### src/rtl/unidade_controle_if.sv
// unidade_controle_if: instruction-memory and ALU bus between the control unit and its datapath
interface unidade_controle_if #(
    parameter int PC_W = 8
);
    logic [PC_W-1:0] imem_addr;
    logic            imem_req;
    logic            imem_ack;
    logic [15:0]     imem_dado;
    logic [7:0]      ula_a;
    logic [7:0]      ula_b;
    logic [3:0]      ula_opcode;
    logic [3:0]      ula_endereco;
    logic            ula_enable;
    logic [7:0]      ula_resultado;

    modport master (
        output imem_addr, imem_req, ula_a, ula_b, ula_opcode, ula_endereco, ula_enable,
        input  imem_ack, imem_dado, ula_resultado
    );

    modport slave (
        input  imem_addr, imem_req, ula_a, ula_b, ula_opcode, ula_endereco, ula_enable,
        output imem_ack, imem_dado, ula_resultado
    );
endinterface

### src/rtl/unidade_controle.sv
// unidade_controle: fetch/decode/execute/writeback control unit with an 8-bit register bank
module unidade_controle #(
    parameter int PC_W  = 8,
    parameter int N_REG = 16
) (
    input  logic                clock,
    input  logic                reset,
    input  logic                start,
    unidade_controle_if.master  bus,
    output logic                ocupado,
    output logic                parado,
    output logic                erro_div,
    input  logic [3:0]          dbg_sel,
    output logic [7:0]          dbg_dado
);
    typedef enum logic [2:0] {IDLE, FETCH, DECODE, EXEC, WB, HALT} state_t;

    state_t          state_q, state_d;
    logic [PC_W-1:0] pc_q, pc_d;
    logic [15:0]     ir_q, ir_d;
    logic [7:0]      regs_q [N_REG];
    logic [7:0]      regs_d [N_REG];
    logic [7:0]      ula_a_q, ula_a_d, ula_b_q, ula_b_d;
    logic [3:0]      opcode_q, opcode_d, endereco_q, endereco_d;
    logic            erro_q, erro_d;

    logic [3:0]      opc, rd, ra, rb;
    logic [7:0]      val_a, val_b;

    assign opc   = ir_q[15:12];
    assign rd    = ir_q[11:8];
    assign ra    = ir_q[7:4];
    assign rb    = ir_q[3:0];
    assign val_a = (32'(ra) < N_REG) ? regs_q[ra] : 8'h00;
    assign val_b = (32'(rb) < N_REG) ? regs_q[rb] : 8'h00;

    assign bus.imem_addr    = pc_q;
    assign bus.imem_req     = state_q == FETCH;
    assign bus.ula_a        = ula_a_q;
    assign bus.ula_b        = ula_b_q;
    assign bus.ula_opcode   = opcode_q;
    assign bus.ula_endereco = endereco_q;
    assign bus.ula_enable   = state_q == EXEC;
    assign ocupado          = state_q inside {FETCH, DECODE, EXEC, WB};
    assign parado           = state_q == HALT;
    assign erro_div         = erro_q;
    assign dbg_dado         = (32'(dbg_sel) < N_REG) ? regs_q[dbg_sel] : 8'h00;

    // Next state: operands are captured in DECODE so rd==rA/rB sees pre-instruction values
    always_comb begin
        state_d    = state_q;
        pc_d       = pc_q;
        ir_d       = ir_q;
        regs_d     = regs_q;
        ula_a_d    = ula_a_q;
        ula_b_d    = ula_b_q;
        opcode_d   = opcode_q;
        endereco_d = endereco_q;
        erro_d     = erro_q;
        case (state_q)
            IDLE: state_d = start ? FETCH : IDLE;
            FETCH: if (bus.imem_ack) begin
                ir_d    = bus.imem_dado;
                pc_d    = pc_q + PC_W'(1);
                state_d = DECODE;
            end
            DECODE: begin
                if (opc == 4'd15) begin
                    state_d = HALT;
                end else if (opc == 4'd14) begin
                    pc_d    = PC_W'(ir_q[7:0]);
                    state_d = FETCH;
                end else if (opc == 4'd13) begin
                    if (32'(rd) < N_REG) regs_d[rd] = ir_q[7:0];
                    state_d = FETCH;
                end else if (opc == 4'd4 && val_b == 8'h00) begin
                    erro_d  = 1'b1;
                    state_d = HALT;
                end else begin
                    ula_a_d    = val_a;
                    ula_b_d    = val_b;
                    opcode_d   = opc;
                    endereco_d = rd;
                    state_d    = EXEC;
                end
            end
            EXEC: state_d = WB;
            WB: begin
                if (opc != 4'd12 && 32'(rd) < N_REG) regs_d[rd] = bus.ula_resultado;
                state_d = FETCH;
            end
            default: state_d = state_q;
        endcase
    end

    // State registers with asynchronous active-low clear
    always_ff @(posedge clock or negedge reset) begin
        if (!reset) begin
            state_q    <= IDLE;
            pc_q       <= '0;
            ir_q       <= '0;
            ula_a_q    <= '0;
            ula_b_q    <= '0;
            opcode_q   <= '0;
            endereco_q <= '0;
            erro_q     <= 1'b0;
            for (int i = 0; i < N_REG; i++) regs_q[i] <= 8'h00;
        end else begin
            state_q    <= state_d;
            pc_q       <= pc_d;
            ir_q       <= ir_d;
            ula_a_q    <= ula_a_d;
            ula_b_q    <= ula_b_d;
            opcode_q   <= opcode_d;
            endereco_q <= endereco_d;
            erro_q     <= erro_d;
            regs_q     <= regs_d;
        end
    end
endmodule

### src/flat_wrapper.sv
// flat-port wrapper written by rule: the top's interface ports become plain ports
module unidade_controle_flat 
#(
    parameter int PC_W  = 8,
    parameter int N_REG = 16
)
  (clock, reset, start, ocupado, parado, erro_div, dbg_sel, dbg_dado, bus_imem_addr, bus_imem_req, bus_ula_a, bus_ula_b, bus_ula_opcode, bus_ula_endereco, bus_ula_enable, bus_imem_ack, bus_imem_dado, bus_ula_resultado);
  unidade_controle_if #(.PC_W(PC_W)) bus_i ();
  input  logic clock;
  input  logic reset;
  input  logic start;
  output logic ocupado;
  output logic parado;
  output logic erro_div;
  input  logic [3:0] dbg_sel;
  output logic [7:0] dbg_dado;
  output wire logic [$bits(bus_i.imem_addr)-1:0] bus_imem_addr;
  output wire logic [$bits(bus_i.imem_req)-1:0] bus_imem_req;
  output wire logic [$bits(bus_i.ula_a)-1:0] bus_ula_a;
  output wire logic [$bits(bus_i.ula_b)-1:0] bus_ula_b;
  output wire logic [$bits(bus_i.ula_opcode)-1:0] bus_ula_opcode;
  output wire logic [$bits(bus_i.ula_endereco)-1:0] bus_ula_endereco;
  output wire logic [$bits(bus_i.ula_enable)-1:0] bus_ula_enable;
  input wire logic [$bits(bus_i.imem_ack)-1:0] bus_imem_ack;
  input wire logic [$bits(bus_i.imem_dado)-1:0] bus_imem_dado;
  input wire logic [$bits(bus_i.ula_resultado)-1:0] bus_ula_resultado;
  assign bus_imem_addr = bus_i.imem_addr;
  assign bus_imem_req = bus_i.imem_req;
  assign bus_ula_a = bus_i.ula_a;
  assign bus_ula_b = bus_i.ula_b;
  assign bus_ula_opcode = bus_i.ula_opcode;
  assign bus_ula_endereco = bus_i.ula_endereco;
  assign bus_ula_enable = bus_i.ula_enable;
  assign bus_i.imem_ack = bus_imem_ack;
  assign bus_i.imem_dado = bus_imem_dado;
  assign bus_i.ula_resultado = bus_ula_resultado;
  unidade_controle #(.PC_W(PC_W), .N_REG(N_REG)) u_core (.clock(clock), .reset(reset), .start(start), .bus(bus_i), .ocupado(ocupado), .parado(parado), .erro_div(erro_div), .dbg_sel(dbg_sel), .dbg_dado(dbg_dado));
endmodule
### config.mk
export PLATFORM = sky130hd
export DESIGN_NAME = unidade_controle_flat
export DESIGN_NICKNAME = d
export VERILOG_FILES = /design/src/rtl/unidade_controle_if.sv /design/src/rtl/unidade_controle.sv /design/src/flat_wrapper.sv
export SDC_FILE = /design/constraint.sdc
export NUM_CORES = 1
export LEC_CHECK = 0
export CELL_PAD_IN_SITES_DETAIL_PLACEMENT = 1
export CELL_PAD_IN_SITES_GLOBAL_PLACEMENT = 1
export CORE_ASPECT_RATIO = 0.5
export CORE_UTILIZATION = 52
export DETAILED_ROUTE_END_ITERATION = 6
export PLACE_DENSITY_LB_ADDON = 0.1
export SLEW_MARGIN = 30
export SYNTH_ARGS = -nofsm -noshare
export SYNTH_HDL_FRONTEND = slang
export SYNTH_SLANG_ARGS = --single-unit
export TNS_END_PERCENT = 100
### constraint.sdc
create_clock -name clock -period 4.5 [get_ports clock]
set_clock_uncertainty 0.15 [all_clocks]
set_input_delay 0.45 -clock clock [delete_from_list [all_inputs] [get_ports clock]]
set_output_delay 0.45 -clock clock [all_outputs]
set_load 0.02 [all_outputs]
After elaboration in Yosys (flattened, before gate mapping)
Index checks and enable logic that the tools add are counted.

Equality and inequality tests: 16. Bitwise logic cells: 8. Add/sub/neg operators: 1. Reductions and logical operators: 14. $lt $le $gt $ge: 5. Mux-type cells: 29.

Operators with widths (count): $mux W128 (4); $bwmux W128 (2); $pmux W128 S2 (1); $bmux W8 S4 (3); $mux W8 (10); $demux W8 S4 (1); $ge A5 B5 Y1 const B (4); $not A4 Y5 (4); $pmux W8 S2 (1); $mux W3 (5); $pmux W3 S5 (1); $reduce_and A5 Y1 (3); $eq A4 B4 Y1 const B (3); $ne A2 B2 Y1 const B (5); $add A8 B1 Y8 const B (1); $logic_not A8 Y1 (1); $eq A3 B2 Y1 const B (2); $eq A3 B3 Y1 const B (2); $lt A5 B1 Y1 const B (1); $reduce_bool A5 Y1 (1); $eq A4 B3 Y1 const B (1); $ne A4 B4 Y1 const B (1); $not A1 Y1 (4); $reduce_and A2 Y1 (2); other kinds (8) (10).

Logic and storage cells: 97. Input port bits: 32. Register bits after elaboration: 180. Output and inout bits: 45.

Depth between registers and ports, before layout
Depth in word-level cells: 11. Mapped depth: 10. Depth with buffers taken out: 6.

Least setup slack after synthesis
No wires, ideal clock.

Path type: input to output. From: in dbg_sel[0]. To: out dbg_dado[0]. Buffers on the path: 2. Arrival: 2.309 ns. Setup slack: 1.591 ns. Stages on the path: 4. Path through: clkbuf_1 buf_1 mux4_2 mux4_2.

Cells in the longest elaborated chain, start to end: 4.

RTL lines: from (decl) (RTL line flat_wrapper.sv:15) `input logic [3:0] dbg_sel;`; $not A4 Y5 (not written as such) (RTL line unidade_controle.sv:47) `assign dbg_dado = (32'(dbg_sel) < N_REG) ? regs_q[dbg_sel] : 8'h00;`; $bmux W8 S4 (RTL line unidade_controle.sv:47); $mux W8 (not written as such) (2 in a row) (RTL line unidade_controle.sv:47); to (decl) (RTL line flat_wrapper.sv:16) `output logic [7:0] dbg_dado;`.

Every way passes these cells. The select of a mux whose other input is x is not followed.

Final worst setup path
From: reg u_core.ir_q[0]. To: reg u_core.opcode_q[0], in the netlist u_core.bus.ula_opcode[0].

Cells in the longest elaborated chain, start to end: 8.

RTL lines: from (decl) (RTL line unidade_controle.sv:20) `logic [15:0] ir_q, ir_d;`; from (signal assigned) (RTL line unidade_controle.sv:111) `ir_q <= ir_d;`; $not A4 Y5 (not written as such) (RTL line unidade_controle.sv:35) `assign val_b = (32'(rb) < N_REG) ? regs_q[rb] : 8'h00;`; $bmux W8 S4 (RTL line unidade_controle.sv:35); $mux W8 (not written as such) (2 in a row) (RTL line unidade_controle.sv:35); $logic_not A8 Y1 (RTL line unidade_controle.sv:76) `end else if (opc == 4'd4 && val_b == 8'h00) begin`; $logic_and A1 B1 Y1 (RTL line unidade_controle.sv:76); $not A1 Y1 (no line); $reduce_and A5 Y1 (no line); to (signal assigned) (RTL line unidade_controle.sv:114) `opcode_q <= opcode_d;`; to (decl) (RTL line unidade_controle.sv:24) `logic [3:0] opcode_q, opcode_d, endereco_q, endereco_d;`.

Every way passes these cells. The select of a mux whose other input is x is not followed. A chain may end at the register's enable or synchronous reset.

==> summary.md <==
| Metric | Value |
|---|---|
| Lkg Pwr | 4.66 nW |
| Min-delay worst type | register to register |
| Die width | 198 um |
| Max-Cap Viols | 0 |
| GRT Total Usage | 36.7% |
| CP endpoint | u_core.bus.ula_opcode[0]$_DFFE_PN0P_ |
| Power Dens Cells | 756 mW/mm^2 |
| I/O Buffers | 76 |
| Mean Syn Cell Area | 11.7 um^2 |
| Synth Warn # | 0 |
| Endpoints failing setup | 0 |
| Placer Congestion | 0.888 |
| Layout cells sized above 1 | 23.6% |
| CTS tree | yes |
| Mapped Area | 0.0100 mm^2 |
| NetSw | 0.00362 W |
| Critical Path AT | 4050 ps |
| Post-route ant nets | 0 |
| Drt wl/cell | 28.8 um |
| RR Startpoint | u_core.ir_q[0]$_DFFE_PN0P_ |
| Relative slew slack | 29.0% |
| Routed WL | 33900 um |
| Net Sw Frac | 40.9% |
| Starting density of the core | 53.8% |
| RSZ-0062 raised after global routing | false |
| Mapped Nets | 886 |
| Hold Vio Cnt, Final | 0 |
| Final period util | 86.4% |
| CP Capture Type | register |
| GRT overflow | 0 |
| Pre-CTS WS | 707 ps |
| Sequential fraction of the synthesis area | 45.0% |
| Synth Register Bits | 180 |
| Most frequent cells after synthesis | 180 x dfrtp_1, 165 x nand2_1, 110 x mux4_2, 103 x o21ai_0, 46 x clkbuf_1 |
| Logic pwr share | 44.9% |
| Global-route wire length before repair | 51900 um |
| Reg2reg setup slack | 610 ps |
| Outcome | finished clean |
| IO Pins | 77 |
| Row count | 35 |
| Final Max Slew Viols | 0 |
| Layout area overhead | 17.0% |
| Fmax | 0.257 GHz |
| Clock buffer depth | 2 |
| Synth top area share | 45.0% |
| Latest clock arrival within the worst-skew pair | 440 ps |
| Post-Syn Instances | 853 |
| Finished Cell Area | 0.0117 mm^2 |
| Final worst setup slack | 611 ps |
| Setup crit start | u_core.ir_q[0]$_DFFE_PN0P_ |
| DPL Wire Length | 21800 um |
| Maximum VDD drop | 0.352 mV |
| DR DRC count | 0 |
| Yosys top cell by area | dfrtp_1 |
| Worst slew pin tran | 1060 ps |
| Internal | 0.00524 W |
| Final worst path period need | 3890 ps |
| FILL cells | 1862 |
| Clock Power Share | 18.4% |
| Largest net degree at the start of global routing | 99 |
| Worst Path Required | 4660 ps |
| Top FF cell, synth | dfrtp_1 |
| Total CTS buffers | 17 |
| # nets final | 940 |
| Root Driver | clkbuf_16 |
| Async set or reset register ratio after synthesis | 100% |
| Placement-stage cell area | 0.0110 mm^2 |
| Crit Path Category | register to register |
| Initial antenna violation count | 0 |
| Register share of total power | 36.7% |
| Iter 0 DRT Violations | 659 |
| Main area contributors after synthesis | dfrtp_1 45%, mux4_2 25%, nand2_1 6.2% |
| CP max FO | 17 |
| RR Endpoint | u_core.bus.ula_opcode[0]$_DFFE_PN0P_ |
| Reg2Reg Depth | 7 |
| Netlist cell types | 51 |
| N_diodes | 0 |
| Register clock-pin slew on the reported worst setup and hold paths | 70 ps |
| Vias in the first global route | 8150 |
| Clock Sinks | 180 |
| Number of flops mapped to enable cells by yosys | 0 |
| Die ar. | 0.0198 mm^2 |
| Vias post-DR | 7874 |
| CP Launch Type | register |
| H-Tree Depth | 4 |
| Die height | 100 um |
| Initial DRT Pass Iterations | 5 |
| Core box area | 0.0186 mm^2 |
| # resized after CTS | 0 |
| TNS Setup | 0 ps |
| Most common cell in the synthesized netlist | dfrtp_1 |
| Via-per-instance ratio | 6.69 |
critical path, stage by stage, from the launching register on:
cell and delay (ps):
dfrtp_2 780, mux4_2 600, a22oi_1 250, nand3_1 150
nor4_2 730, a31oi_4 410, buf_4 350, mux2_4 320
stage by stage:
| stage | power (W) | instances | hold WS [ps] | util [%] |
|---|---|---|---|---|
| detailed placement | 0.00711 | 1142 | 362 | 59.3 |
| floorplan | 0.00563 | 853 | 4.41 | - |
| global route | 0.00928 | 1177 | 389 | 62.9 |
| CTS | 0.00879 | 1172 | 3.26 | 62.6 |
| global placement | 0.00687 | 1140 | 344 | 59.2 |
| finish | 0.00886 | 1177 | 378 | 62.9 |
layout by cell type (no fill, tap or decap), types with 3 or more instances in the layout:
cell type        instances
nor2b_1                  9
buf_12                   3
mux2_2                   7
nand2_1                165
o21ai_0                103
inv_1                    3
nand3_1                 24
mux2i_1                  9
mux2_4                  19
mux2i_2                  3
a22oi_1                  7
clkinv_4                 3
dfrtp_1                177
clkbuf_16               17
mux4_2                 110
clkinvlp_4               3
bufinv_16                4
dfrtp_2                  3
nand4_1                  4
buf_4                   23
a21oi_1                 45
nand4b_1                 4
nor2_1                  44
and3_1                   4
clkdlybuf4s50_1         73
a31oi_1                  4
clkbuf_8                 4
worst min-delay path by stage:
stage | end | slack [ps] | depth (start not counted) | startpoint
after global placement | u_core.regs_q[9]$_DFFE_PN0P_ | 340 | 2 | u_core.regs_q[9]$_DFFE_PN0P_
after floorplan | u_core.bus.imem_addr[0]$_DFFE_PN0P_ | 4 | 0 | reset
after CTS | u_core.bus.imem_addr[5]$_DFFE_PN0P_ | 3 | 1 | reset
final | u_core.regs_q[59]$_DFFE_PN0P_ | 380 | 2 | u_core.regs_q[59]$_DFFE_PN0P_
after detailed placement | u_core.bus.ula_a[1]$_DFFE_PN0P_ | 360 | 1 | u_core.bus.ula_a[1]$_DFFE_PN0P_
after global routing | u_core.bus.ula_endereco[1]$_DFFE_PN0P_ | 390 | 1 | u_core.bus.ula_endereco[1]$_DFFE_PN0P_
cell families (layout without fill, tap and decap cells):
kind of cell               count (synthesis)  count (layout)  synth area share (%)
and+or+nand+nor                          276             276                  12.4
DFF                                      180             180                  45.0
AOI/OAI and AO/OA                        171             171                  9.41
muxes                                    148             148                  29.6
buffers and inverters                     75             140                  3.30
xor gates and xnor gates                   2               2                 0.175
adders and majority gates                  1               1                 0.125
per-layer routing:
metal,up-vias,track usage [%],part of all wire (%)
met1,4111,50.3,41
met2,436,56.2,47
met4,0,12.9,2.7
met5,-,0,0
met3,72,11.1,10
li1,3255,-,-
power by group through the flow:
stage          Combinational, W  Sequential, W  Clock [W]
2_1_floorplan           0.00281        0.00282          0
3_3_place_gp            0.00373        0.00314          0
3_5_place_dp            0.00390        0.00321          0
4_1_cts                 0.00396        0.00320    0.00163
5_1_grt                 0.00426        0.00333    0.00169
6_report                0.00398        0.00325    0.00163
cell type report:
cell class | instances | area, um^2 | area share [%]
Multi-Input combinational cell | 598 | 5200 | 44.4
Sequential cell | 180 | 4510 | 38.5
Timing Repair Buffer | 107 | 1050 | 8.94
Clock buffer | 19 | 443 | 3.78
Tap cell | 259 | 324 | 2.77
Clock inverter | 11 | 178 | 1.52
Inverter | 3 | 11.3 | 0.0961
repair_timing:
action / in CTS / in global routing
endpoints found under the hold margin: 0 / 1
setup buffers: 0 / 0
endpoints found under the setup margin: 0 / 0
hold buffers: 0 / 1
flip-flops by register name, summed over array words and instances, names as in the netlist:
| register | count |
|---|---|
| u_core.regs_q | 128 |
| u_core.ir_q | 16 |
| u_core.bus.imem_addr | 8 |
| u_core.bus.ula_a | 8 |
| u_core.bus.ula_b | 8 |
| u_core.bus.ula_endereco | 4 |
| u_core.bus.ula_opcode | 4 |
| u_core.state_q | 3 |
| u_core.erro_div | 1 |
Note: power is estimated with default switching activity, not from simulation.
